File: src/rtl/branch_resolve_ctrl.sv
// rtl/branch_resolve_ctrl.sv - in-flight branch prediction queue with mispredict recovery
// Ports: CLK/nRST; pred_* push side from fetch (pred_ready = accept);
// res_* resolve side from execute (pops oldest entry); flush/redirect_pc recovery
// pulse to fetch; q_empty, sticky underflow_err, saturating branch/mispredict counters.
module branch_resolve_ctrl #(
  parameter int DEPTH = 4,
  parameter int CNT_W = 32
) (
  input  logic             CLK,
  input  logic             nRST,
  input  logic             pred_valid,
  input  logic             pred_taken,
  input  logic [31:0]      pred_target,
  input  logic [31:0]      pred_fallthru,
  output logic             pred_ready,
  input  logic             res_valid,
  input  logic             res_taken,
  input  logic [31:0]      res_target,
  output logic             flush,
  output logic [31:0]      redirect_pc,
  output logic             q_empty,
  output logic             underflow_err,
  output logic [CNT_W-1:0] branch_cnt,
  output logic [CNT_W-1:0] mispredict_cnt
);

  localparam int AW = $clog2(DEPTH);
  localparam int CW = AW + 1;
  localparam logic [AW-1:0]    PTR_ONE = AW'(1);
  localparam logic [CW-1:0]    CNT_ONE = CW'(1);
  localparam logic [CW-1:0]    DEPTH_C = CW'(DEPTH);
  localparam logic [CNT_W-1:0] STAT_ONE = CNT_W'(1);

  typedef enum logic {RUN = 1'b0, FLUSH = 1'b1} state_t;

  typedef struct packed {
    logic        taken;
    logic [31:0] target;
    logic [31:0] fallthru;
  } entry_t;

  entry_t mem_q [DEPTH];

  state_t           state_q, state_d;
  logic [AW-1:0]    head_q, head_d, tail_q, tail_d;
  logic [CW-1:0]    count_q, count_d;
  logic             flush_q, flush_d;
  logic [31:0]      redirect_q, redirect_d;
  logic             q_empty_q, q_empty_d;
  logic             underflow_q, underflow_d;
  logic [CNT_W-1:0] branch_cnt_q, branch_cnt_d;
  logic [CNT_W-1:0] mispred_cnt_q, mispred_cnt_d;

  entry_t head_e;
  logic   push, pop, mispredict, mem_we;

  // Ready depends only on registered state, so fetch never sees a combinational path.
  assign pred_ready = (state_q == RUN) && (count_q < DEPTH_C);
  assign head_e     = mem_q[head_q];
  assign push       = pred_valid && pred_ready;
  assign pop        = res_valid && (count_q != '0) && (state_q == RUN);
  assign mispredict = pop && ((res_taken != head_e.taken) ||
                              (res_taken && head_e.taken && (res_target != head_e.target)));
  // A push coinciding with a mispredict is wrong-path and is never written.
  assign mem_we     = push && !mispredict;

  always_comb begin
    state_d       = RUN;
    head_d        = head_q;
    tail_d        = tail_q;
    count_d       = count_q;
    flush_d       = 1'b0;
    redirect_d    = redirect_q;
    underflow_d   = underflow_q;
    branch_cnt_d  = branch_cnt_q;
    mispred_cnt_d = mispred_cnt_q;

    if (state_q == RUN) begin
      if (res_valid && (count_q == '0)) begin
        underflow_d = 1'b1;
      end
      if (pop) begin
        if (branch_cnt_q != '1) branch_cnt_d = branch_cnt_q + STAT_ONE;
      end
      if (mispredict) begin
        if (mispred_cnt_q != '1) mispred_cnt_d = mispred_cnt_q + STAT_ONE;
        state_d    = FLUSH;
        head_d     = '0;
        tail_d     = '0;
        count_d    = '0;
        flush_d    = 1'b1;
        redirect_d = res_taken ? res_target : head_e.fallthru;
      end else begin
        if (push) tail_d = tail_q + PTR_ONE;
        if (pop)  head_d = head_q + PTR_ONE;
        case ({push, pop})
          2'b10:   count_d = count_q + CNT_ONE;
          2'b01:   count_d = count_q - CNT_ONE;
          default: count_d = count_q;
        endcase
      end
    end
    q_empty_d = (count_d == '0);
  end

  always_ff @(posedge CLK or negedge nRST) begin
    if (!nRST) begin
      state_q       <= RUN;
      head_q        <= '0;
      tail_q        <= '0;
      count_q       <= '0;
      flush_q       <= 1'b0;
      redirect_q    <= '0;
      q_empty_q     <= 1'b1;
      underflow_q   <= 1'b0;
      branch_cnt_q  <= '0;
      mispred_cnt_q <= '0;
    end else begin
      state_q       <= state_d;
      head_q        <= head_d;
      tail_q        <= tail_d;
      count_q       <= count_d;
      flush_q       <= flush_d;
      redirect_q    <= redirect_d;
      q_empty_q     <= q_empty_d;
      underflow_q   <= underflow_d;
      branch_cnt_q  <= branch_cnt_d;
      mispred_cnt_q <= mispred_cnt_d;
    end
  end

  // Entry storage needs no reset: pointers and count define which slots are live.
  always_ff @(posedge CLK) begin
    if (mem_we) begin
      mem_q[tail_q] <= '{taken: pred_taken, target: pred_target, fallthru: pred_fallthru};
    end
  end

  assign flush          = flush_q;
  assign redirect_pc    = redirect_q;
  assign q_empty        = q_empty_q;
  assign underflow_err  = underflow_q;
  assign branch_cnt     = branch_cnt_q;
  assign mispredict_cnt = mispred_cnt_q;

endmodule

File: config.mk
export PLATFORM = sky130hd
export DESIGN_NAME = branch_resolve_ctrl
export DESIGN_NICKNAME = d
export VERILOG_FILES = /design/src/rtl/branch_resolve_ctrl.sv
export SDC_FILE = /design/constraint.sdc
export NUM_CORES = 1
export LEC_CHECK = 0
export CAP_MARGIN = 15
export CORE_ASPECT_RATIO = 1.25
export CORE_MARGIN = 2
export CORE_UTILIZATION = 59
export DETAILED_ROUTE_END_ITERATION = 8
export PLACE_DENSITY = 0.85
export SLEW_MARGIN = 20
export SYNTH_ARGS = -nofsm -noshare
export SYNTH_HDL_FRONTEND = slang
export SYNTH_SLANG_ARGS = --single-unit
File: constraint.sdc
create_clock -name CLK -period 9.2 [get_ports CLK]
set_clock_uncertainty 0.1 [all_clocks]
set_input_delay 1.84 -clock CLK [delete_from_list [all_inputs] [get_ports CLK]]
set_output_delay 1.84 -clock CLK [all_outputs]
set_load 0.01 [all_outputs]
==> impl_metrics.yaml, run 1 <==
logic_synthesis:
  synth_nets: 942
  ys_types: 44
  syn_area_mm2: 0.0149
  synth_top_area_share_pct: 52.5
  synth-main-ff-cell: "edfxtp_1"
  synth_edf_count: 260
  syn_inst: 831
  yosys.area.top_type: "edfxtp_1"
  seq_area_frac_synth_pct: 70.3
  ys_seq_elements: 366
  avgSynthCellArea_um2: 17.9
  synth.area.top_cells: "edfxtp_1, dfrtp_1, mux4_2"
  async_flop_share_pct: 29.0
  synth_warnings: 0
sta:
  hold_viol: 0
  setup_slack_ns: 4.10
  slew_violations: 0
  finalSetupViolCount: 0
  period_share_pct: 55.4
  max_freq_mhz: 196
  fin_crit_ns: 5.10
  slew_headroom_pct: 31.2
  rsz0062_at_grt: "false"
  setup-tns-final_ns: 0
  worstMarginPinSlew_ns: 1.03
power_and_ir_drop:
  swShare_pct: 27.7
  leakage_uw: 0.00661
  combPwrFrac_pct: 26.8
  cellPowerDensity_mw_per_mm2: 277
  p_int_uw: 3690
  ir_drop_v: 0.000185
  power_frac_seq_pct: 44.5
  p_clk_share_pct: 28.7
  p_sw_uw: 1410
clock_tree:
  cts_buffers: 36
  clockRootBuffer: "clkbuf_16"
  clock_sinks: 366
  postCtsSetupRepairBufs: 0
  post_cts_resized: 0
  cts_max_level: 2
  ctsLongestPathBuffers: 3
  clock_latency_ns: 0.52
  clk_pin_slew_worst_paths_ns: 0.06
  cts_tree: "built"
  cts_hold_buf: 0
floorplanning:
  die_area_mm2: 0.0265
  io_pins: 202
  start_util_pct: 59.4
  rows: 65
  die_y_um: 182
  die_w_um: 146
  core-area_mm2: 0.0250
outcome:
  outcome: "finished clean"
worst_setup_path:
  cp_max_fo: 65
  required_ns: 9.22
  critPathArrivalTime_ns: 5.12
  r2r.worst_path.cells: 8
  timing.rr.start: "head_q[0]$_DFFE_PN0P_"
  criticalPathCategory: "reg -> reg"
  critPathLaunchType: "flip-flop"
  crit_path_start: "head_q[0]$_DFFE_PN0P_"
  cp-end-kind: "flip-flop"
layout:
  drive_gt1_share_pct: 19.1
  nFillCells: 1532
  utilization_pct: 73.6
  layout.nets: 1154
  finalInstanceArea_mm2: 0.0184
  syn_to_final_growth_pct: 23.9
placement:
  dpl_cell_area_mm2: 0.0172
  port_buffers: 201
  dp_hpwl_um: 19800
  place_ws_ns: 4.01
  globalplace.congestion: 0.808
global_route:
  grt_start_max_net_pins: 78
  grt_remaining_overflow: 0
  grt_first_pass_wirelength_um: 48900
  grt_pass1_vias: 8644
  antenna_found_initial: 5
  grt_usage_pct: 24.3
run:
  drv_cap: 0
detailed_routing:
  num_vias: 8192
  routed_via_density: 5.81
  dr.pass1.iters: 4
  drt_iter0_markers: 581
  wire_per_inst_um: 22.5
  wirelength_um: 31800
  route.detailed.drc: 0
  ant_nets: 0
min_path:
  hold_start: "underflow_err$_DFFE_PN0P_"
  min_path_type: "reg -> reg"
  hold_depth: 1
[critical path, stage by stage, from the launching register on]
cell and delay [ns]:
dfrtp_4 0.88, buf_4 0.67, mux4_2 0.62, xnor2_1 0.27
nand4_1 0.15, nor4_1 0.49, a21boi_1 0.21, o21ai_4 0.30
and3_4 0.89
[cell usage in the layout (no fill, tap or decap), drive strengths merged, types with 4 or more instances in the layout]
cell type	count
buf	9
dfrtp	105
nand3	20
and2	7
nor3	10
diode	4
xor2	40
ha	8
mux2	68
nor2	17
nor3b	6
nand4	13
clkbuf	49
nor4	17
clkinv	11
and4	6
xnor2	57
edfxtp	260
clkdlybuf4s50	199
inv	14
nand2	38
bufinv	4
mux4	65
and3	23
o21ai	5
nor4b	4
[path summary, 6_finish.rpt]
path                                                  end  slack (ns)
max reg2reg                        mem_q[3][27]$_DFFE_PP_        4.10
min                             underflow_err$_DFFE_PN0P_        0.37
max                                mem_q[3][27]$_DFFE_PP_        4.10
min in group asynchronous  mispredict_cnt[25]$_DFFE_PN0P_        1.17
min reg2reg                     underflow_err$_DFFE_PN0P_        0.37
max in group asynchronous     redirect_pc[27]$_DFFE_PN0P_        6.80
[cell usage after synthesis, types with 6 or more instances]
library cell / instances
nor2_1: 16
nand4_1: 13
nand2_1: 38
and2_1: 6
buf_1: 7
nor3b_1: 6
and3_1: 23
edfxtp_1: 260
nand3_1: 20
mux4_2: 65
dfrtp_1: 105
and4_1: 6
nor4_1: 16
buf_2: 8
clkbuf_1: 12
inv_1: 12
nor3_1: 10
xnor2_1: 57
ha_1: 8
mux2_2: 66
xor2_1: 40
[routing by layer]
metal	wire, µm	share of wire (%)	vias up	GRT usage (%)
li1	-	-	3631	-
met1	12300	39	4136	32.0
met2	16000	50	355	40.6
met3	2320	7.3	68	4.80
met4	1120	3.5	2	9.09
met5	15	0.047	-	0
[sequential cells by signal, indices dropped and copies added, names as in the netlist, 2 cells and up]
signal,count
mispredict_cnt,32
branch_cnt,32
mem_q,260
count_q,3
redirect_pc,32
head_q,2
tail_q,2
[kinds of logic (layout without fill, tap and decap cells)]
kind of cell,count (synthesis),after routing,share of synthesized area [%]
flip-flops,366,366,70.3
AND/OR/NAND/NOR,165,165,6.05
multiplexers,133,133,15.0
XOR/XNOR,97,97,5.71
buffers and inverters,46,286,1.48
AO/OA/AOI/OAI,15,15,0.681
adder cells (fa/ha/maj),9,9,0.807
other,0,4,0
[through the flow]
step / hold slack, ns / std cells / total power, µW
2_1_floorplan: 0.325 / 831 / 3140
3_3_place_gp: 0.352 / 1339 / 3620
3_5_place_dp: 0.358 / 1339 / 3670
4_1_cts: 0.371 / 1405 / 5150
5_1_grt: 0.378 / 1410 / 5330
6_report: 0.369 / 1410 / 5110
[area by class of cell]
| type | count | area [µm²] | share of cell area [%] |
|---|---|---|---|
| Clock inverter | 17 | 194 | 1.05 |
| Antenna cell | 4 | 10.0 | 0.0543 |
| Sequential cell | 366 | 10500 | 56.8 |
| Inverter | 12 | 45.0 | 0.244 |
| Multi-Input combinational cell | 419 | 4230 | 22.9 |
| Clock buffer | 49 | 991 | 5.38 |
| Timing Repair Buffer | 208 | 2080 | 11.3 |
| Tap cell | 335 | 419 | 2.27 |
[power groups by stage]
stage,Combinational [µW],Clock (µW),Sequential [µW]
after floorplan,878,0,2260
after global placement,1330,0,2290
after detailed placement,1360,0,2310
after CTS,1380,1480,2280
after global routing,1470,1550,2310
final,1370,1470,2280
No activity file was read; power rests on OpenSTA's default activity.
==> inputs of run 2 (changes only) <==
CORE_UTILIZATION = 50   (was 59)
PLACE_DENSITY = 0.77   (was 0.85)
clock period = 4.3 ns   (was 9.2 ns; I/O delays follow)
==> run 2 against run 1 <==
  * Non-clock buffer count grew 21
  * Routed wire length increased by 0.56%
  * Final cell count increased by 5.6%
  * Sequential cell count unchanged
  * Count of clock-buffer cells in the layout up 1
  * First-iteration DRC count up 2.2%
  * Critical path depth up 2
  * Critical endpoint is now mispredict_cnt[30]$_DFFE_PN0P_
  * Highest routed layer is now met4
==> impl_metrics.yaml, run 2 (same netlist as run 1, synthesis figures left out) <==
outcome:
  outcome: "finished clean"
sta:
  slew_violations: 0
  period_share_pct: 91.7
  fin_crit_ns: 3.94
  max_freq_mhz: 254
  slew_headroom_pct: 40.2
  worstMarginPinSlew_ns: 0.897
  finalSetupViolCount: 0
  hold_viol: 0
  rsz0062_at_grt: "false"
  setup-tns-final_ns: 0
placement:
  globalplace.congestion: 0.772
  port_buffers: 201
  dp_hpwl_um: 21200
run:
  drv_cap: 0
layout:
  layout.nets: 1175
  regArea_mm2: 0.0105
  largest_register_ffs: 260
  largest_register: "mem_q"
  final_common_cell: "edfxtp_1"
  layout_common_cells: "edfxtp_1, clkdlybuf4s50_1, dfrtp_1, mux2_2, mux4_2"
  utilization_pct: 64.1
  syn_to_final_growth_pct: 25.9
  multi_input_area_mm2: 0.00424
  nFillCells: 2065
  drive_gt1_share_pct: 20.8
clock_tree:
  ctsLongestPathBuffers: 3
  postCtsSetupRepairBufs: 0
  cts_max_level: 2
  cts_buffers: 36
  clk_pin_slew_worst_paths_ns: 0.06
  cts_tree: "built"
  clockRootBuffer: "clkbuf_16"
  clock_sinks: 366
  clock_latency_ns: 0.52
worst_setup_path:
  required_ns: 4.59
  critPathLaunchType: "flip-flop"
  cp-end-kind: "flip-flop"
  crit_path_start: "head_q[0]$_DFFE_PN0P_"
  timing.rr.start: "head_q[0]$_DFFE_PN0P_"
  criticalPathCategory: "reg -> reg"
  critPathArrivalTime_ns: 4.24
  cp_max_fo: 48
floorplanning:
  die_area_mm2: 0.0312
  die_y_um: 197
  start_util_pct: 50.9
  io_pins: 202
  core-area_mm2: 0.0293
  die_w_um: 158
  rows: 70
detailed_routing:
  wire_per_inst_um: 21.4
  dr.pass1.iters: 4
  wirelength_um: 31900
  route.detailed.drc: 0
  routed_via_density: 5.54
  drt_iter0_markers: 594
  ant_nets: 0
  num_vias: 8252
power_and_ir_drop:
  ir_drop_v: 0.000390
  cellPowerDensity_mw_per_mm2: 586
  leakage_uw: 0.00672
global_route:
  grt_usage_pct: 21.0
  grt_start_max_net_pins: 67
  antenna_found_initial: 1
  grt_remaining_overflow: 0
  grt_pass1_vias: 8773
  grt_first_pass_wirelength_um: 49200
min_path:
  min_path_type: "in -> async"
-- run 2: cell types whose count changed in the layout (fill, tap and decap cells not counted), sizes merged --
cell      change
clkinvlp      +5
diode         -3
buf          +21
bufinv        -2
clkbuf        +1
inv           -2
clkinv        -2
-- run 2: repair_timing --
item | 4_1_cts | 5_1_grt
endpoints found under the setup margin | 0 | 1
hold buffers | 0 | 0
resized for setup | 0 | 1
-- run 2: worst paths after layout --
check,end,slack (ns),depth (start not counted)
setup / recovery,mispredict_cnt[30]$_DFFE_PN0P_,0.36,10
max in group asynchronous,q_empty$_DFF_PN1_,2.82,2
hold reg to reg,underflow_err$_DFFE_PN0P_,0.38,1
min in group CLK,underflow_err$_DFFE_PN0P_,0.38,1
hold / removal,mispredict_cnt[26]$_DFFE_PN0P_,0.36,1
setup reg to reg,mispredict_cnt[30]$_DFFE_PN0P_,0.36,10
-- run 2: final cells by class --
cell class                      instances  share of cell area (%)
Antenna cell                            1                  0.0134
Clock buffer                           50                    5.42
Clock inverter                         16                   0.794
Inverter                               12                   0.240
Multi-Input combinational cell        419                    22.6
Sequential cell                       366                    55.9
Tap cell                              396                    2.64
Timing Repair Buffer                  229                    12.4
-- run 2: where the power goes --
| part | leakage, µW | switching (µW) | internal [µW] |
|---|---|---|---|
| registers | 0.00372 | 359 | 4460 |
| logic | 0.00244 | 1410 | 1700 |
| clock network | 0.000557 | 1290 | 1780 |
| total | 0.00672 | 3050 | 7940 |
-- run 2: critical path, stage by stage, from the launching register on --
cell and delay [ns]:
dfrtp_4 0.68, buf_12 0.24, mux4_2 0.52, xnor2_1 0.35, nand4_1 0.23, nor4_2 0.37, a21boi_1 0.19, o21ai_4 0.26
buf_6 0.40, nor3_1 0.12, mux2_1 0.33
-- run 2: per-stage QoR --
step                hold WS [ns]  cells  cell area (µm²)  power [µW]  setup WS (ns)
CTS                        0.392   1488            18700       11100          0.189
detailed placement         0.379   1422            17600        8010          0.194
finish                     0.362   1489            18700       11000          0.358
floorplan                  0.325    831            14900        6710         0.0171
global route               0.405   1489            18700       11500         0.0644
global placement           0.352   1422            17600        7940          0.298
-- run 2: routing by layer --
layer,track usage [%],vias to the layer above,part of all wire (%)
met5,0,-,0
li1,-,3665,-
met2,35.0,301,50
met3,4.46,59,7.3
met4,7.47,0,2.8
met1,27.3,4227,40
==> inputs of run 3 (changes only) <==
CELL_PAD_IN_SITES_DETAIL_PLACEMENT = 1   (was not set)
CELL_PAD_IN_SITES_GLOBAL_PLACEMENT = 1   (was not set)
CORE_UTILIZATION = 25   (was 50)
CTS_CLUSTER_DIAMETER = 80   (was not set)
PLACE_DENSITY = not set   (was 0.77)
PLACE_DENSITY_LB_ADDON = 0.1   (was not set)
==> run 3 against run 2 <==
  * Fmax is 5.2% higher
  * Combinational power is 5% higher
  * Setup slack better by 0.20 ns
  * Largest cell class unchanged
  * Critical endpoint is now mem_q[0][28]$_DFFE_PP_
  * Register-to-register slack better by 0.20 ns
==> impl_metrics.yaml, run 3 (same netlist as run 1, synthesis figures left out) <==
clock_tree:
  cts_buffers: 43
  post_cts_resized: 0
  cts_hold_buf: 0
  clock_latency_ns: 0.57
  clock_sinks: 366
  clk_pin_slew_worst_paths_ns: 0.06
  cts_tree: "built"
  postCtsSetupRepairBufs: 0
  cts_max_level: 2
  ctsLongestPathBuffers: 3
  clockRootBuffer: "clkbuf_16"
layout:
  layout.nets: 1185
  syn_to_final_growth_pct: 30.2
  antenna_cells: 0
  largest_register_ffs: 260
  final_common_cell: "edfxtp_1"
  stdcell_count: 1870
  nFillCells: 6063
  drive_gt1_share_pct: 21.0
  regArea_mm2: 0.0105
  largest_register: "mem_q"
  layout_common_cells: "edfxtp_1, clkdlybuf4s50_1, dfrtp_1, mux2_2, mux4_2"
  multi_input_area_mm2: 0.00423
placement:
  port_buffers: 201
  place_ws_ns: 0.404
  dpl.cell_count: 1794
  globalplace.congestion: 0.697
  dp_hpwl_um: 28300
power_and_ir_drop:
  leakage_uw: 0.00682
  ir_drop_v: 0.000280
  cellPowerDensity_mw_per_mm2: 596
floorplanning:
  start_util_pct: 25.1
  io_pins: 202
  die_y_um: 277
  core-area_mm2: 0.0592
  die_area_mm2: 0.0615
  rows: 100
  die_w_um: 222
worst_setup_path:
  required_ns: 4.42
  critPathLaunchType: "flip-flop"
  cp_max_fo: 22
  crit_chain: "buf_4, mux4_2, xnor2_1, nand4_1, nor4_1, a21boi_1, o21ai_4, and3_4, buf_4"
  crit_family: "simple AND/OR/NAND/NOR gates"
  cp-end-kind: "flip-flop"
  r2r.worst_path.cells: 9
  max_stage_delay_ns: 0.56
  ff2ff_setup_slack_ns: 0.55
  criticalPathCategory: "reg -> reg"
  path_common_cell: "buf_4"
  cp.buffers_inverters: 2
  critPathArrivalTime_ns: 3.86
  timing.rr.start: "head_q[0]$_DFFE_PN0P_"
  crit_end: "mem_q[0][28]$_DFFE_PP_"
  r2r_end: "mem_q[0][28]$_DFFE_PP_"
  cp_slowest_cell: "mux4_2"
  crit_path_start: "head_q[0]$_DFFE_PN0P_"
  cp_num_cells: 9
global_route:
  grt_remaining_overflow: 0
  grt_usage_pct: 13.7
  antenna_found_initial: 1
  grt_start_max_net_pins: 82
  grt_pass1_vias: 9146
  grt_first_pass_wirelength_um: 62200
detailed_routing:
  route.detailed.drc: 0
  num_vias: 8172
  wire_per_inst_um: 22.2
  drt_iter0_markers: 366
  routed_via_density: 4.37
  dr.pass1.iters: 4
  wirelength_um: 41500
  ant_nets: 0
min_path:
  min_path_type: "in -> async"
sta:
  period_share_pct: 87.1
  hold_viol: 0
  fin_crit_ns: 3.75
  slew_headroom_pct: 40.3
  max_freq_mhz: 267
  setup-tns-final_ns: 0
  setup_slack_ns: 0.554
  holdWs_ns: 0.267
  rsz0062_at_grt: "false"
  finalSetupViolCount: 0
  slew_violations: 0
  worstMarginPinSlew_ns: 0.895
run:
  drv_cap: 0
outcome:
  outcome: "finished clean"
-- run 3: cell count changes in the layout (fill, tap and decap cells not counted), moves of 2 or more --
| cell | previous run | this run |
|---|---|---|
| clkbuf_16 | 38 | 43 |
| clkinv_1 | 2 | 4 |
| buf_4 | 19 | 22 |
| clkinvlp_4 | 4 | 1 |
| clkbuf_1 | 10 | 15 |
-- run 3: report_power, final --
group          switching, µW  internal, µW  leakage (µW)
Clock                   1470          2050      0.000645
Combinational           1540          1710       0.00245
Sequential               327          4460       0.00372
-- run 3: through the flow --
stage	power (µW)	cell area (µm²)	utilization, %
floorplan	6710	14900	-
global placement	8240	18100	30.5
detailed placement	8250	18100	30.5
CTS	11900	19400	32.8
global route	12200	19400	32.8
finish	11600	19400	32.8
-- run 3: area by class of cell --
class / instances / share of cell area (%)
clock buffer: 59 / 5.91
clock inverter: 17 / 0.949
inverter: 12 / 0.232
multi-input combinational: 419 / 21.8
sequential: 366 / 54.0
tap: 765 / 4.94
timing repair buffer: 232 / 12.1
-- run 3: routing by layer --
metal	routed length (µm)	vias up	share of wire (%)	track usage [%]
met5	8	-	0.019	0
met2	21500	172	52	24.5
li1	-	3691	-	-
met1	17400	4254	42	16.6
met4	843	2	2.0	3.47
met3	1720	53	4.2	3.01
-- run 3: how the worst min path moves through the flow --
stage	startpoint	endpoint
6_report	nRST	mispredict_cnt[28]$_DFFE_PN0P_
4_1_cts	nRST	mispredict_cnt[28]$_DFFE_PN0P_
3_3_place_gp	underflow_err$_DFFE_PN0P_	underflow_err$_DFFE_PN0P_
3_5_place_dp	underflow_err$_DFFE_PN0P_	underflow_err$_DFFE_PN0P_
2_1_floorplan	count_q[1]$_DFF_PN0_	q_empty$_DFF_PN1_
5_1_grt	nRST	mispredict_cnt[26]$_DFFE_PN0P_
